[src/rtl/sr_flag_pkg.sv]
// Shared types for the sticky-flag reader.
// Latency: n/a (types only). Backpressure: n/a.
// Contents: reader FSM state encoding and the upper bound on flag count.
package sr_flag_pkg;

   typedef enum logic {
      SCAN  = 1'b0,
      OFFER = 1'b1
   } sr_rd_state_t;

   localparam int N_MAX = 64;

endpackage

[src/rtl/rr_pick.sv]
// Rotating priority pick: first set request at or after ptr, wrapping N-1 -> 0.
// Latency: purely combinational. Backpressure: none (no state).
// Ports: req[N] request vector, ptr[IW] start index; gnt_valid any request, gnt_idx chosen index.
module rr_pick #(
   parameter  int N  = 8,
   localparam int IW = $clog2(N)
) (
   input  logic [N-1:0]  req,
   input  logic [IW-1:0] ptr,
   output logic          gnt_valid,
   output logic [IW-1:0] gnt_idx
);

   // Doubling the request vector lets a plain part-select rotate it so
   // that bit 0 of rot corresponds to request[ptr].
   logic [2*N-1:0] req2;
   logic [N-1:0]   rot;
   logic [IW-1:0]  off;
   logic [IW:0]    sum;

   assign req2 = {req, req};
   assign rot  = req2[ptr +: N];

   always_comb begin
      gnt_valid = |req;
      off       = '0;
      // Descending loop so the lowest set bit of rot wins.
      for (int j = N - 1; j >= 0; j--) begin
         if (rot[j]) begin
            off = IW'(j);
         end
      end
      sum = {1'b0, ptr} + {1'b0, off};
      if (sum >= (IW+1)'(N)) begin
         sum = sum - (IW+1)'(N);
      end
      gnt_idx = sum[IW-1:0];
   end

endmodule

[src/rtl/sr_flag_reader.sv]
// Sticky event flags scanned round-robin and reported one index at a time; report acceptance clears the flag.
// Latency: set at edge E -> pending after E -> evt_valid after E+1; one idle SCAN cycle between reports.
// Backpressure: evt_idx/evt_valid hold while evt_ready=0; further sets to the offered flag raise evt_ovf.
// Ports: clk, clr (sync reset), en/set[N] producer side, flush (sync clear), evt_valid/evt_ready/evt_idx/evt_ovf
//        report handshake, pending[N] flag vector, busy (any flag set or offer outstanding).
module sr_flag_reader
   import sr_flag_pkg::*;
#(
   parameter  int N  = 8,
   localparam int IW = $clog2(N)
) (
   input  logic          clk,
   input  logic          clr,
   input  logic [N-1:0]  en,
   input  logic [N-1:0]  set,
   input  logic          flush,
   output logic          evt_valid,
   input  logic          evt_ready,
   output logic [IW-1:0] evt_idx,
   output logic          evt_ovf,
   output logic [N-1:0]  pending,
   output logic          busy
);

   sr_rd_state_t  state_q, state_d;
   logic [N-1:0]  flag_q, flag_d;
   logic [N-1:0]  ovf_q, ovf_d;
   logic [IW-1:0] ptr_q, ptr_d;
   logic          evt_valid_q, evt_valid_d;
   logic [IW-1:0] evt_idx_q, evt_idx_d;
   logic          evt_ovf_q, evt_ovf_d;

   logic          hs;
   logic [N-1:0]  set_eff;
   logic [N-1:0]  hs_mask;
   logic          gnt_valid;
   logic [IW-1:0] gnt_idx;

   rr_pick #(.N(N)) u_pick (
      .req       (flag_q),
      .ptr       (ptr_q),
      .gnt_valid (gnt_valid),
      .gnt_idx   (gnt_idx)
   );

   // Flag and overflow bookkeeping.
   always_comb begin
      hs      = evt_valid_q & evt_ready;
      set_eff = set & en;
      hs_mask = hs ? (N'(1) << evt_idx_q) : '0;

      // A set on the handshake edge of the same flag keeps it pending but
      // starts a fresh report with no loss recorded.
      flag_d = (flag_q & ~hs_mask) | set_eff;
      ovf_d  = (ovf_q | (set_eff & flag_q)) & ~hs_mask;

      if (flush) begin
         flag_d = '0;
         ovf_d  = '0;
      end
   end

   // Reader FSM: next state and output registers.
   always_comb begin
      state_d     = state_q;
      ptr_d       = ptr_q;
      evt_valid_d = evt_valid_q;
      evt_idx_d   = evt_idx_q;
      evt_ovf_d   = evt_ovf_q;

      if (flush) begin
         state_d     = SCAN;
         evt_valid_d = 1'b0;
         evt_ovf_d   = 1'b0;
      end else begin
         case (state_q)
            SCAN: begin
               if (gnt_valid) begin
                  state_d     = OFFER;
                  evt_valid_d = 1'b1;
                  evt_idx_d   = gnt_idx;
                  evt_ovf_d   = ovf_d[gnt_idx];
               end
            end
            OFFER: begin
               if (hs) begin
                  state_d     = SCAN;
                  evt_valid_d = 1'b0;
                  evt_ovf_d   = 1'b0;
                  ptr_d       = (evt_idx_q == IW'(N - 1)) ? '0 : evt_idx_q + 1'b1;
               end else begin
                  // Track losses that happen while the consumer stalls.
                  evt_ovf_d = ovf_d[evt_idx_q];
               end
            end
            default: begin
               state_d     = SCAN;
               evt_valid_d = 1'b0;
            end
         endcase
      end
   end

   always_ff @(posedge clk) begin
      if (clr) begin
         state_q     <= SCAN;
         flag_q      <= '0;
         ovf_q       <= '0;
         ptr_q       <= '0;
         evt_valid_q <= 1'b0;
         evt_idx_q   <= '0;
         evt_ovf_q   <= 1'b0;
      end else begin
         state_q     <= state_d;
         flag_q      <= flag_d;
         ovf_q       <= ovf_d;
         ptr_q       <= ptr_d;
         evt_valid_q <= evt_valid_d;
         evt_idx_q   <= evt_idx_d;
         evt_ovf_q   <= evt_ovf_d;
      end
   end

   assign evt_valid = evt_valid_q;
   assign evt_idx   = evt_idx_q;
   assign evt_ovf   = evt_ovf_q;
   assign pending   = flag_q;
   assign busy      = (|flag_q) | evt_valid_q;

endmodule

[config.mk]
export PLATFORM = sky130hd
export DESIGN_NAME = sr_flag_reader
export DESIGN_NICKNAME = d
export VERILOG_FILES = /design/src/rtl/sr_flag_pkg.sv /design/src/rtl/rr_pick.sv /design/src/rtl/sr_flag_reader.sv
export SDC_FILE = /design/constraint.sdc
export NUM_CORES = 1
export LEC_CHECK = 0
export CORE_ASPECT_RATIO = 0.8
export CORE_MARGIN = 1.5
export CORE_UTILIZATION = 40
export CTS_CLUSTER_DIAMETER = 100
export CTS_CLUSTER_SIZE = 12
export DETAILED_ROUTE_END_ITERATION = 12
export DONT_BUFFER_PORTS = 1
export PLACE_DENSITY = 0.51
export SYNTH_ARGS = -nofsm -noshare
export SYNTH_HDL_FRONTEND = slang
export SYNTH_SLANG_ARGS = --single-unit
[constraint.sdc]
create_clock -name clk -period 4.1 [get_ports clk]
set_input_delay 0.82 -clock clk [delete_from_list [all_inputs] [get_ports clk]]
set_output_delay 0.82 -clock clk [all_outputs]
set_load 0.1 [all_outputs]
# Word level (Yosys, flattened, before mapping)
# Cells that the tools add are included.
# Widths: inputs -> output; s select.
dict set report totals {
  output_inout_bits 14
  regBits 25
  inputBits 20
  elab_cells 59
}
dict set report op_classes {
  shift 2
  n_reduce_logical 5
  n_lt_le_gt_ge 3
  bitwise_logic 11
  n_addsub 3
  n_eq_ne 3
  muxes 25
}
# op count
set ops {}
lappend ops {{$and 8x8->8} 4}
lappend ops {{$mux 3} 10}
lappend ops {{$mux 8} 2}
lappend ops {{$or 8x8->8} 2}
lappend ops {{$shiftx 16x4->8} 1}
lappend ops {{$lt 3x4->1 const B} 2}
lappend ops {{$mux 1} 8}
lappend ops {{$not 8->8} 1}
lappend ops {{$reduce_or 8->1} 1}
lappend ops {{$shl 1x3->8 const A} 1}
lappend ops {{$bmux 1 s3} 2}
lappend ops {{$pmux 1 s2} 3}
lappend ops {{$reduce_and 3->1} 2}
lappend ops {{$add 3x3->4} 1}
lappend ops {{$ge 4x4->1 const B} 1}
lappend ops {{$add 3x1->3 const B} 1}
lappend ops {{$eq 3x3->1 const B} 1}
lappend ops {{$sub 3x1->3 const B} 1}
lappend ops {{$ne 2x1->1 const B} 1}
lappend ops {{$ne 2x2->1 const B} 1}
lappend ops {{$not 1->1} 2}
lappend ops {{$reduce_and 2->1} 1}
lappend ops {{$reduce_or 2->1} 1}
lappend ops {{$and 1x1->1} 1}
lappend ops {{$or 1x1->1} 1}

# Longest topological paths before layout
# Gate-level depths: netlist (run 1).
dict set report depth {
  ltp_word 16
  mapped_depth 15
}

# By module
# A second synthesis (run 1) with hierarchy kept.
dict set report unflattened {
  hier_cells 186
  hier_area_um2 1734.2
}
# module instances area_each_um2 cells_each seq_area_each_um2
set modules_own_cells {}
lappend modules_own_cells {sr_flag_reader 1 1256.2 144 500.5}
lappend modules_own_cells {rr_pick 1 478.0 42 0.0}

# Worst setup path after synthesis (run 1)
# OpenSTA, ideal clock, no wires.
dict set report synth_path {
  kind {reg-to-reg}
  startpoint {register flag_q[5], in the netlist pending[5]}
  endpoint {register evt_ovf_q, in the netlist evt_ovf}
  required_ns 4.014
  stages_incl_launch_ff 15
  synth_period_minus_slack_ns 3.753
  t_arrival_ns 3.666
  setup_ns 0.086
  slack_ns 0.347
  path_cell_list {dfxtp_1 mux4_1 mux2_2 a21oi_1 o21ai_0 nand2_1 a21boi_0 ha_1 fa_1 inv_1 mux2_2 nor3_1 nor3_1 o31a_1 a221oi_2}
}
dict set report synth_between {
  elab_chain_cells 16
  elab_cells_between_ends 26
  cone_classes {add/sub: 2; order compare: 1; eq/ne: 1; shift: 1; mux: 17; bitwise: 3; reduce/logical: 1}
}
# item line_no
set synth_rtl {}
lappend synth_rtl {{from (decl)} sr_flag_reader.sv:26} ;# logic [N-1:0] flag_q, flag_d;
lappend synth_rtl {{from (signal assigned)} sr_flag_reader.sv:115} ;# flag_q <= flag_d;
lappend synth_rtl {{$shiftx 16x4->8 (*)} rr_pick.sv:22} ;# assign rot = req2[ptr +: N];
lappend synth_rtl {{$mux 3 (7 in series)} rr_pick.sv:29} ;# if (rot[j]) begin
lappend synth_rtl {{$mux 3 (*)} rr_pick.sv:29}
lappend synth_rtl {{$add 3x3->4 (*)} rr_pick.sv:33} ;# sum = {1'b0, ptr} + {1'b0, off};
lappend synth_rtl {{$ge 4x4->1 / $sub 3x1->3 (equally long branches)} {rr_pick.sv:34, rr_pick.sv:35}}
lappend synth_rtl {{$mux 3 (*)} rr_pick.sv:34} ;# if (sum >= (IW+1)'(N)) begin
lappend synth_rtl {{net gnt_idx[1]} sr_flag_reader.sv:37} ;# logic [IW-1:0] gnt_idx;
lappend synth_rtl {{$bmux 1 s3 (*)} sr_flag_reader.sv:82} ;# evt_ovf_d = ovf_d[gnt_idx];
lappend synth_rtl {{$mux 1 (not written as such) (*)} sr_flag_reader.sv:82}
lappend synth_rtl {{$mux 1 (*)} sr_flag_reader.sv:78} ;# if (gnt_valid) begin
lappend synth_rtl {{$pmux 1 s2 (*)} sr_flag_reader.sv:76} ;# case (state_q)
lappend synth_rtl {{to (signal assigned)} sr_flag_reader.sv:120} ;# evt_ovf_q <= evt_ovf_d;
lappend synth_rtl {{to (decl)} sr_flag_reader.sv:31} ;# logic evt_ovf_q, evt_ovf_d;
# The timed path passes the listed nets; every way through them passes the cells marked *. The select of a mux whose other input is x is not followed.
# A chain may end at the register's enable or synchronous reset.

# Final worst setup path (run 1)
dict set report layout_path {
  startpoint {register ptr_q[0]}
  endpoint {register evt_ovf_q, in the netlist evt_ovf}
}
dict set report layout_between {
  elab_chain_cells 16
  elab_cells_between_ends 17
  cone_classes {add/sub: 2; order compare: 1; shift: 1; mux: 13}
}
# item line_no
set layout_rtl {}
lappend layout_rtl {{from (decl)} sr_flag_reader.sv:28} ;# logic [IW-1:0] ptr_q, ptr_d;
lappend layout_rtl {{from (signal assigned)} sr_flag_reader.sv:117} ;# ptr_q <= ptr_d;
lappend layout_rtl {{$shiftx 16x4->8} rr_pick.sv:22}
lappend layout_rtl {{$mux 3 (8 in series)} rr_pick.sv:29}
lappend layout_rtl {{$add 3x3->4 (*)} rr_pick.sv:33}
lappend layout_rtl {{$ge 4x4->1 / $sub 3x1->3 (equally long branches)} {rr_pick.sv:34, rr_pick.sv:35}}
lappend layout_rtl {{$mux 3 (*)} rr_pick.sv:34}
lappend layout_rtl {{net gnt_idx[1]} sr_flag_reader.sv:37}
lappend layout_rtl {{$bmux 1 s3 (*)} sr_flag_reader.sv:82}
lappend layout_rtl {{$mux 1 (not written as such) (*)} sr_flag_reader.sv:82}
lappend layout_rtl {{$mux 1 (*)} sr_flag_reader.sv:78}
lappend layout_rtl {{$pmux 1 s2 (*)} sr_flag_reader.sv:76}
# Marks and branches as above.

==> results of run 1 <==
==> worst min path at each step <==
stage | startpoint | endpoint | slack, ps | cells past startpoint
after floorplan | ovf_q[0]$_SDFF_PP0_ | ovf_q[0]$_SDFF_PP0_ | 500 | 2
after global placement | state_q$_SDFF_PP0_ | evt_ovf$_SDFFE_PP0P_ | 560 | 1
after detailed placement | state_q$_SDFF_PP0_ | evt_ovf$_SDFFE_PP0P_ | 570 | 1
after CTS | state_q$_SDFF_PP0_ | evt_ovf$_SDFFE_PP0P_ | 590 | 1
after global routing | clr | ptr_q[0]$_SDFFE_PP0P_ | 580 | 1
final | ptr_q[1]$_SDFFE_PP0P_ | ptr_q[1]$_SDFFE_PP0P_ | 580 | 2
==> cell families after synthesis <==
logic type,after synthesis
xor+xnor,2
fa+ha+maj,8
compound gates,39
buf+inv,14
flops,25
simple gates,75
mux,21
==> synthesized netlist by cell type, drive strengths merged, types with 3 or more instances <==
library cell | count | area [sq um]
a21oi | 6 | 30.0
a22oi | 8 | 60.1
a31oi | 5 | 31.3
and3 | 4 | 25.0
buf | 5 | 36.3
clkbuf | 4 | 15.0
dfxtp | 25 | 500
ha | 7 | 87.6
inv | 5 | 18.8
mux2 | 4 | 45.0
mux2i | 9 | 90.1
mux4 | 8 | 210
nand2 | 11 | 41.3
nand3 | 5 | 25.0
nor2 | 29 | 111
nor3 | 7 | 35.0
o21ai | 7 | 35.0
or2 | 3 | 18.8
==> registers in the layout (all words and copies together), names as in the netlist <==
register / cells
evt_idx: 3
ptr_q: 3
pending: 8
ovf_q: 8
state_q: 1
evt_valid: 1
evt_ovf: 1
==> layout by cell type (no fill, tap or decap), types with 3 or more instances in the layout <==
cell type	count
or2_2	3
nor2_1	28
mux4_1	8
mux2i_1	9
inv_1	5
nand2_1	11
a31oi_1	5
nand3_1	5
clkbuf_8	3
and3_1	4
dfxtp_1	23
buf_4	12
a21oi_1	6
mux2_2	4
nor3_1	7
a22oi_1	8
ha_1	7
o21ai_0	7
==> stage by stage <==
stage	setup slack, ps	area [sq um]	util, %	hold slack [ps]	std cells
after floorplan	347	1680	-	504	184
after global placement	334	1790	45.9	562	242
after detailed placement	203	1790	45.9	575	242
after CTS	156	1840	47.2	589	246
after global routing	34.5	1850	47.3	578	246
final	384	1850	47.3	582	246
==> cell type report <==
cell class              count  area (sq um)  area share, %
multi-input cells         145          1110           60.3
flip-flops and latches     25           505           27.4
clock inverters             1          8.76          0.474
clock buffers               3          41.3           2.24
well taps                  55          68.8           3.73
inverters                   5          18.8           1.02
repair buffers             12          90.1           4.88
==> routing by layer <==
layer  share of wire [%]  up-vias
met1                  47      713
li1                    -      705
met4                0.33        0
met3                 6.4        2
met2                  47       47
met5                   0        -
==> where the power goes <==
group          internal, mW  switching (mW)
sequential            0.248          0.0117
clock                0.0714          0.0895
combinational        0.0356          0.0904
total                 0.355           0.192
==> worst min-delay path, cell delays in order, from the launching register on <==
cell and delay [ps]:
dfxtp_2 400, o21ai_0 90, a21oi_1 70
==> timing repair <==
action,4_1_cts,5_1_grt
resized for setup,0,3
setup endpoints to repair,0,1
endpoints found under the hold margin,0,0
==> run metrics, run 1 <==
Syn Inst Count 184; core area 3900 sq um; simple logic cell fraction of the synthesized area 21.9%; CP Capture Type register; Remaining DRCs 0; R2R Path Start ptr_q[0]$_SDFFE_PP0P_; Die Wd 75.5 um; Post-Synth Adder-Cell Area 6.39%; worst path bufs/invs 1; CP Class reg -> reg; routed length per placed instance 18.3 um; WL final between 4000 and 5000 um; maximum fanout along the worst path 10; cts bufs inserted 3; Post-synth top flop dfxtp_1; largest net degree at the start of global routing 18; final setup vio count 0; CP startpoint ptr_q[0]$_SDFFE_PP0P_; CTS tree done; htree depth 1; Post-Syn Nets 212; worst path required time about 4300 ps; vias in the first global route 1438; reg2reg setup slack 380 ps; post-route clock period utilization 90.6%; Worst-path clk slew roughly 100 ps; cts hold-fix bufs 0; max incr delay on CP 590 ps; # port buffers 0; first-pass GRT wire length 7090 um; # diodes 0; post-synthesis mux area share 20.5%; starting density of the core 43.1%; Syn-to-layout area delta 9.66%; setup TNS 0 ps; met1 GRT Util between 20% and 30%; root buf cell clkbuf_8; crit path DAT slightly below 4000 ps; all-layer global routing usage 21.1%; drt initial violations 74; CTS max path bufs 2; Synth Area in Compound Gates 16.3%; GR peak layer met2; CP endpoint evt_ovf$_SDFFE_PP0P_; Sink Count 25; GR Util met2 between 30 and 40%; max-slew violation count 0; Max-Cap Viols 0; Pre-antenna DRT Iters 4; Syn. warnings 0; area of the mapped netlist 1680 sq um; Pwr Density about 300 nW/um^2; Vias/cell 5.96; average cell area after synthesis 9.15 sq um; EDFF count, synth 0; vias post-DR 1467; Die Height 61.0 um; count of different cell masters after synthesis 45; antenna-violating nets left 0; global placement routability congestion 0.823; Critical Path, Cell by Cell mux4_1, mux2i_1, a21oi_1, o21ai_0, nand2_1, a21boi_0, ha_1, fa_1, inv_1, mux2_2, nor3_1, nor3_1, o31a_1, a221oi_2; worst-margin pin slew 969 ps; P_leak about 0.7 nW; num rows 20; number of nets in the layout 220; async set-reset flop share out of synthesis 0%; met3 GRT Util about 5.7%; worst skew pair latency 280 ps; largest family of logic cells by synthesized area simple AND/OR/NAND/NOR gates; FF+latch count, synth 25; Setup Skew 5.24 ps; Post-CTS Setup Inserts 0; die area 4610 sq um; Slew HR a little over a third; antenna violations before repair 0; part of the Yosys area used for sequential elements 29.7%; status finished clean; maximum vdd ir drop 0.140 mV; Hold Crit Class reg -> reg; crit start category register; Hold Violations, Final 0; Worst R2R Path Depth 14; Worst path most repeated cell nor3_1; Crit path depth 14; Final min period 3720 ps; share of layout cells above drive strength 1 between 15 and 20%; XOR/XNOR share of the synthesized area 1.04%; Fmax achieved roughly 270 MHz; grt total ovfl 0; post-detail-place hpwl roughly 3500 um; overall power around 550 uW; Worst R2R End evt_ovf$_SDFFE_PP0P_; io pins 34; Filler Cells Inserted about 400; CP max stage cell mux4_1; RSZ-0062 raised after global routing false; Top delay family on crit path multiplexers
Note: power is estimated with default switching activity, not from simulation.
==> inputs of run 2 (changes only) <==
--- a/config.mk
+++ b/config.mk
@@ -5,13 +5,15 @@
 export SDC_FILE = /design/constraint.sdc
 export NUM_CORES = 1
 export LEC_CHECK = 0
-export CORE_ASPECT_RATIO = 0.8
+export ABC_AREA = 1
+export CORE_ASPECT_RATIO = 0.6
 export CORE_MARGIN = 1.5
 export CORE_UTILIZATION = 40
 export CTS_CLUSTER_DIAMETER = 100
 export CTS_CLUSTER_SIZE = 12
 export DETAILED_ROUTE_END_ITERATION = 12
 export DONT_BUFFER_PORTS = 1
+export GPL_TIMING_DRIVEN = 1
 export PLACE_DENSITY = 0.51
 export SYNTH_ARGS = -nofsm -noshare
 export SYNTH_HDL_FRONTEND = slang
==> run 2 against run 1 <==
Compared with the run above:
- clock power down 4%
- critical endpoint unchanged
- worst setup slack better by 750 ps
- hold slack got worse by 30 ps
- count of clock-buffer cells in the layout unchanged
- largest cell class unchanged
- non-clock buffer count increased by 1
- global-route usage increased by 1.2 points
==> run metrics, run 2 <==
number of nets in the layout 308 (+40%); cts hold-fix bufs 0 (unchanged); post-synth top area share 28.9% (-0.77 points); RSZ-0062 raised after global routing false; Final min period 2960 ps (-753 ps); crit path DAT 3170 ps (-740 ps); maximum fanout along the worst path 10 (unchanged); Syn Inst Count 266 (+45%); maximum vdd ir drop 0.177 mV (+27%); # diodes 0 (unchanged); R2R Path Start ptr_q[0]$_SDFFE_PP0P_; starting density of the core 42.0% (-1.2 points); first-pass GRT wire length 7720 um (+8.9%); Die Height 53.9 um (-12%); Worst R2R End evt_ovf$_SDFFE_PP0P_; worst skew pair latency 280 ps (about the same); Reg power frac 43.9% (-3.6 points); Synth area leader dfxtp_1; vias post-DR 1700 (+16%); Post-synth top flop dfxtp_1; setup TNS 0 ps (unchanged); reg2reg setup slack 1140 ps (+750 ps); worst path required time 4310 ps (about the same); share of layout cells above drive strength 1 15.1% (-0.65 points); EDFF count, synth 0 (unchanged); Sink Count 25 (unchanged); commonest non-fill, non-tap cell in the layout nand2_1; root buf cell clkbuf_8; CTS max path bufs 2 (unchanged); cts bufs inserted 3 (unchanged); average cell area after synthesis 6.50 sq um (-29%); part of the Yosys area used for sequential elements 28.9% (-0.77 points); antenna-violating nets left 0 (unchanged); count of different cell masters after synthesis 28 (-38%); Max-Cap Viols 0 (unchanged); CP Capture Type register; P_int 364 uW (+2.3%); worst-margin pin slew 1000 ps (+32.3 ps); largest net degree at the start of global routing 15 (-3); CP Class reg -> reg; htree depth 1 (unchanged); num rows 18 (-10%); P_leak 0.850 nW (+21%); grt total ovfl 0 (unchanged); drt initial violations 131 (+77%); max-slew violation count 0 (unchanged); all-layer global routing usage 22.3% (+1.2 points); Crit path depth 19 (+5); WL final 4750 um (+5.7%); core area 4120 sq um (+5.6%); CP max stage cell dfxtp_1; Pre-antenna DRT Iters 4 (unchanged); dpl cells 335 (+38%); Slew HR 33.2% (-2.2 points); most frequent cell after synthesis nand2_1; status finished clean; Post-Syn Nets 294 (+39%); Syn-to-layout area delta 10.7%; worst path bufs/invs 3 (+2); io pins 34 (unchanged); # port buffers 0 (unchanged); post-detail-place hpwl 3780 um (+9.2%); Worst R2R Path Depth 19 (+5); crit start category register; async set-reset flop share out of synthesis 0% (unchanged); Setup Skew 5.97 ps (+0.735 ps); PostCTS Resize Cnt 0 (unchanged); part of the power in combinational logic 30.0% (+7.0 points); Fmax achieved 338 MHz (+25%); Clk pwr share 26.1% (-3.3 points); area of the mapped netlist 1730 sq um (+2.7%); commonest non-fill, non-tap cells in the layout nand2_1 (75), nand3_1 (39), inv_1 (27), dfxtp_1 (25), nor2_1 (20); Hold Violations, Final 0 (unchanged); hold_sp state_q$_SDFF_PP0_; Worst-path clk slew 90 ps (about the same); Vias/cell 5.01 (-16%); Post-CTS Setup Inserts 0 (unchanged); Hold Crit Class reg -> reg; Critical Path, Cell by Cell inv_6, nand2_2, nand3_1, nand3_1, nand2_1, a31oi_1, o21ai_0, nand2_1, a21boi_0, ha_1, fa_1, inv_1, a21oi_1, nand2_1, nand2_1, inv_1, nand3_1, nand3_2, a21oi_2; FF+latch count, synth 25 (unchanged); global placement routability congestion 0.842 (+2.4%); Top delay family on crit path simple AND/OR/NAND/NOR gates; Die Wd 87.9 um (+16%); top cells by count, synth nand2_1 (75), nand3_1 (39), inv_1 (27); Net Switching 231 uW (+21%); final setup vio count 0 (unchanged); Worst path most repeated cell nand2_1; hold depth 2 (unchanged); post-route insts no fill 339 (+38%); Hold Crit Endpoint state_q$_SDFF_PP0_; overall power 595 uW (+8.7%); max incr delay on CP 600 ps (about the same); routed length per placed instance 14.0 um (-23%); top cells by area, synth dfxtp_1 (29%), nand2_1 (16%), nand3_1 (11%), inv_1 (5.9%), a21oi_1 (5.5%); Pwr Density 311 nW/um^2 (+4.9%); Syn. warnings 0 (unchanged); die area 4740 sq um (+2.8%); CTS tree done; switching part of the total 38.9% (+3.9 points); post-route clock period utilization 72.3% (-18 points); Remaining DRCs 0 (unchanged); antenna violations before repair 0 (unchanged); vias in the first global route 1483 (+3.1%)
run 2: cell types whose count changed in the layout (fill, tap and decap cells not counted), sizes merged, moves of 5 or more:
cell,delta
a21oi,+14
nand3,+41
mux4,-8
nand2,+75
inv,+23
nor2,-6
mux2i,-9
nor3,-6
o21bai,+5
a22oi,-8
run 2: worst max-delay path by stage:
| stage | startpoint | end | slack [ps] |
|---|---|---|---|
| floorplan | pending[4]$_SDFF_PP0_ | evt_ovf$_SDFFE_PP0P_ | 1020 |
| global placement | ptr_q[0]$_SDFFE_PP0P_ | evt_ovf$_SDFFE_PP0P_ | 1170 |
| detailed placement | ptr_q[0]$_SDFFE_PP0P_ | evt_ovf$_SDFFE_PP0P_ | 1220 |
| CTS | ptr_q[0]$_SDFFE_PP0P_ | evt_ovf$_SDFFE_PP0P_ | 1170 |
| global route | ptr_q[0]$_SDFFE_PP0P_ | evt_ovf$_SDFFE_PP0P_ | 790 |
| finish | ptr_q[0]$_SDFFE_PP0P_ | evt_ovf$_SDFFE_PP0P_ | 1140 |
run 2: cell type report:
class	count	area [sq um]
Tap cell	60	75.1
Clock buffer	3	41.3
Sequential cell	25	500
Inverter	31	124
Timing Repair Buffer	13	97.6
Clock inverter	1	5.00
Fill cell	450	2210
Multi-Input combinational cell	206	1070
run 2: power groups by stage:
stage | Sequential [mW] | Clock (mW) | Combinational (mW)
after floorplan | 0.315 | 0 | 0.0941
after global placement | 0.267 | 0 | 0.180
after detailed placement | 0.267 | 0 | 0.178
after CTS | 0.261 | 0.159 | 0.179
after global routing | 0.262 | 0.169 | 0.196
final | 0.261 | 0.155 | 0.179
run 2: cell families after synthesis:
group / synth area share (%)
flops: 28.9
xor+xnor: 0.507
compound gates: 13.2
simple gates: 42.0
buf+inv: 9.12
fa+ha+maj: 6.22
run 2: routing by layer:
| layer | track usage [%] | share of wire (%) | up-vias |
|---|---|---|---|
| met5 | 0 | 0 | - |
| met4 | 3.17 | 0.53 | 0 |
| met3 | 5.52 | 9.2 | 4 |
| met2 | 28.1 | 35 | 62 |
| met1 | 36.6 | 55 | 742 |
| li1 | - | - | 892 |
run 2: worst reg2reg max path, delay by kind of cell, from the launching register on:
family,cells,cell delay [ps]
simple gates,9,800
fa+ha+maj,2,720
flops,1,600
compound gates,5,560
buf+inv,3,230
run 2: stage by stage:
step / hold WS [ps] / area, sq um / setup slack, ps / utilization [%]
floorplan: 492 / 1730 / 1020 / -
global placement: 549 / 1870 / 1170 / 45.3
detailed placement: 533 / 1870 / 1220 / 45.3
CTS: 547 / 1910 / 1170 / 46.4
global route: 579 / 1910 / 787 / 46.4
finish: 552 / 1910 / 1140 / 46.4
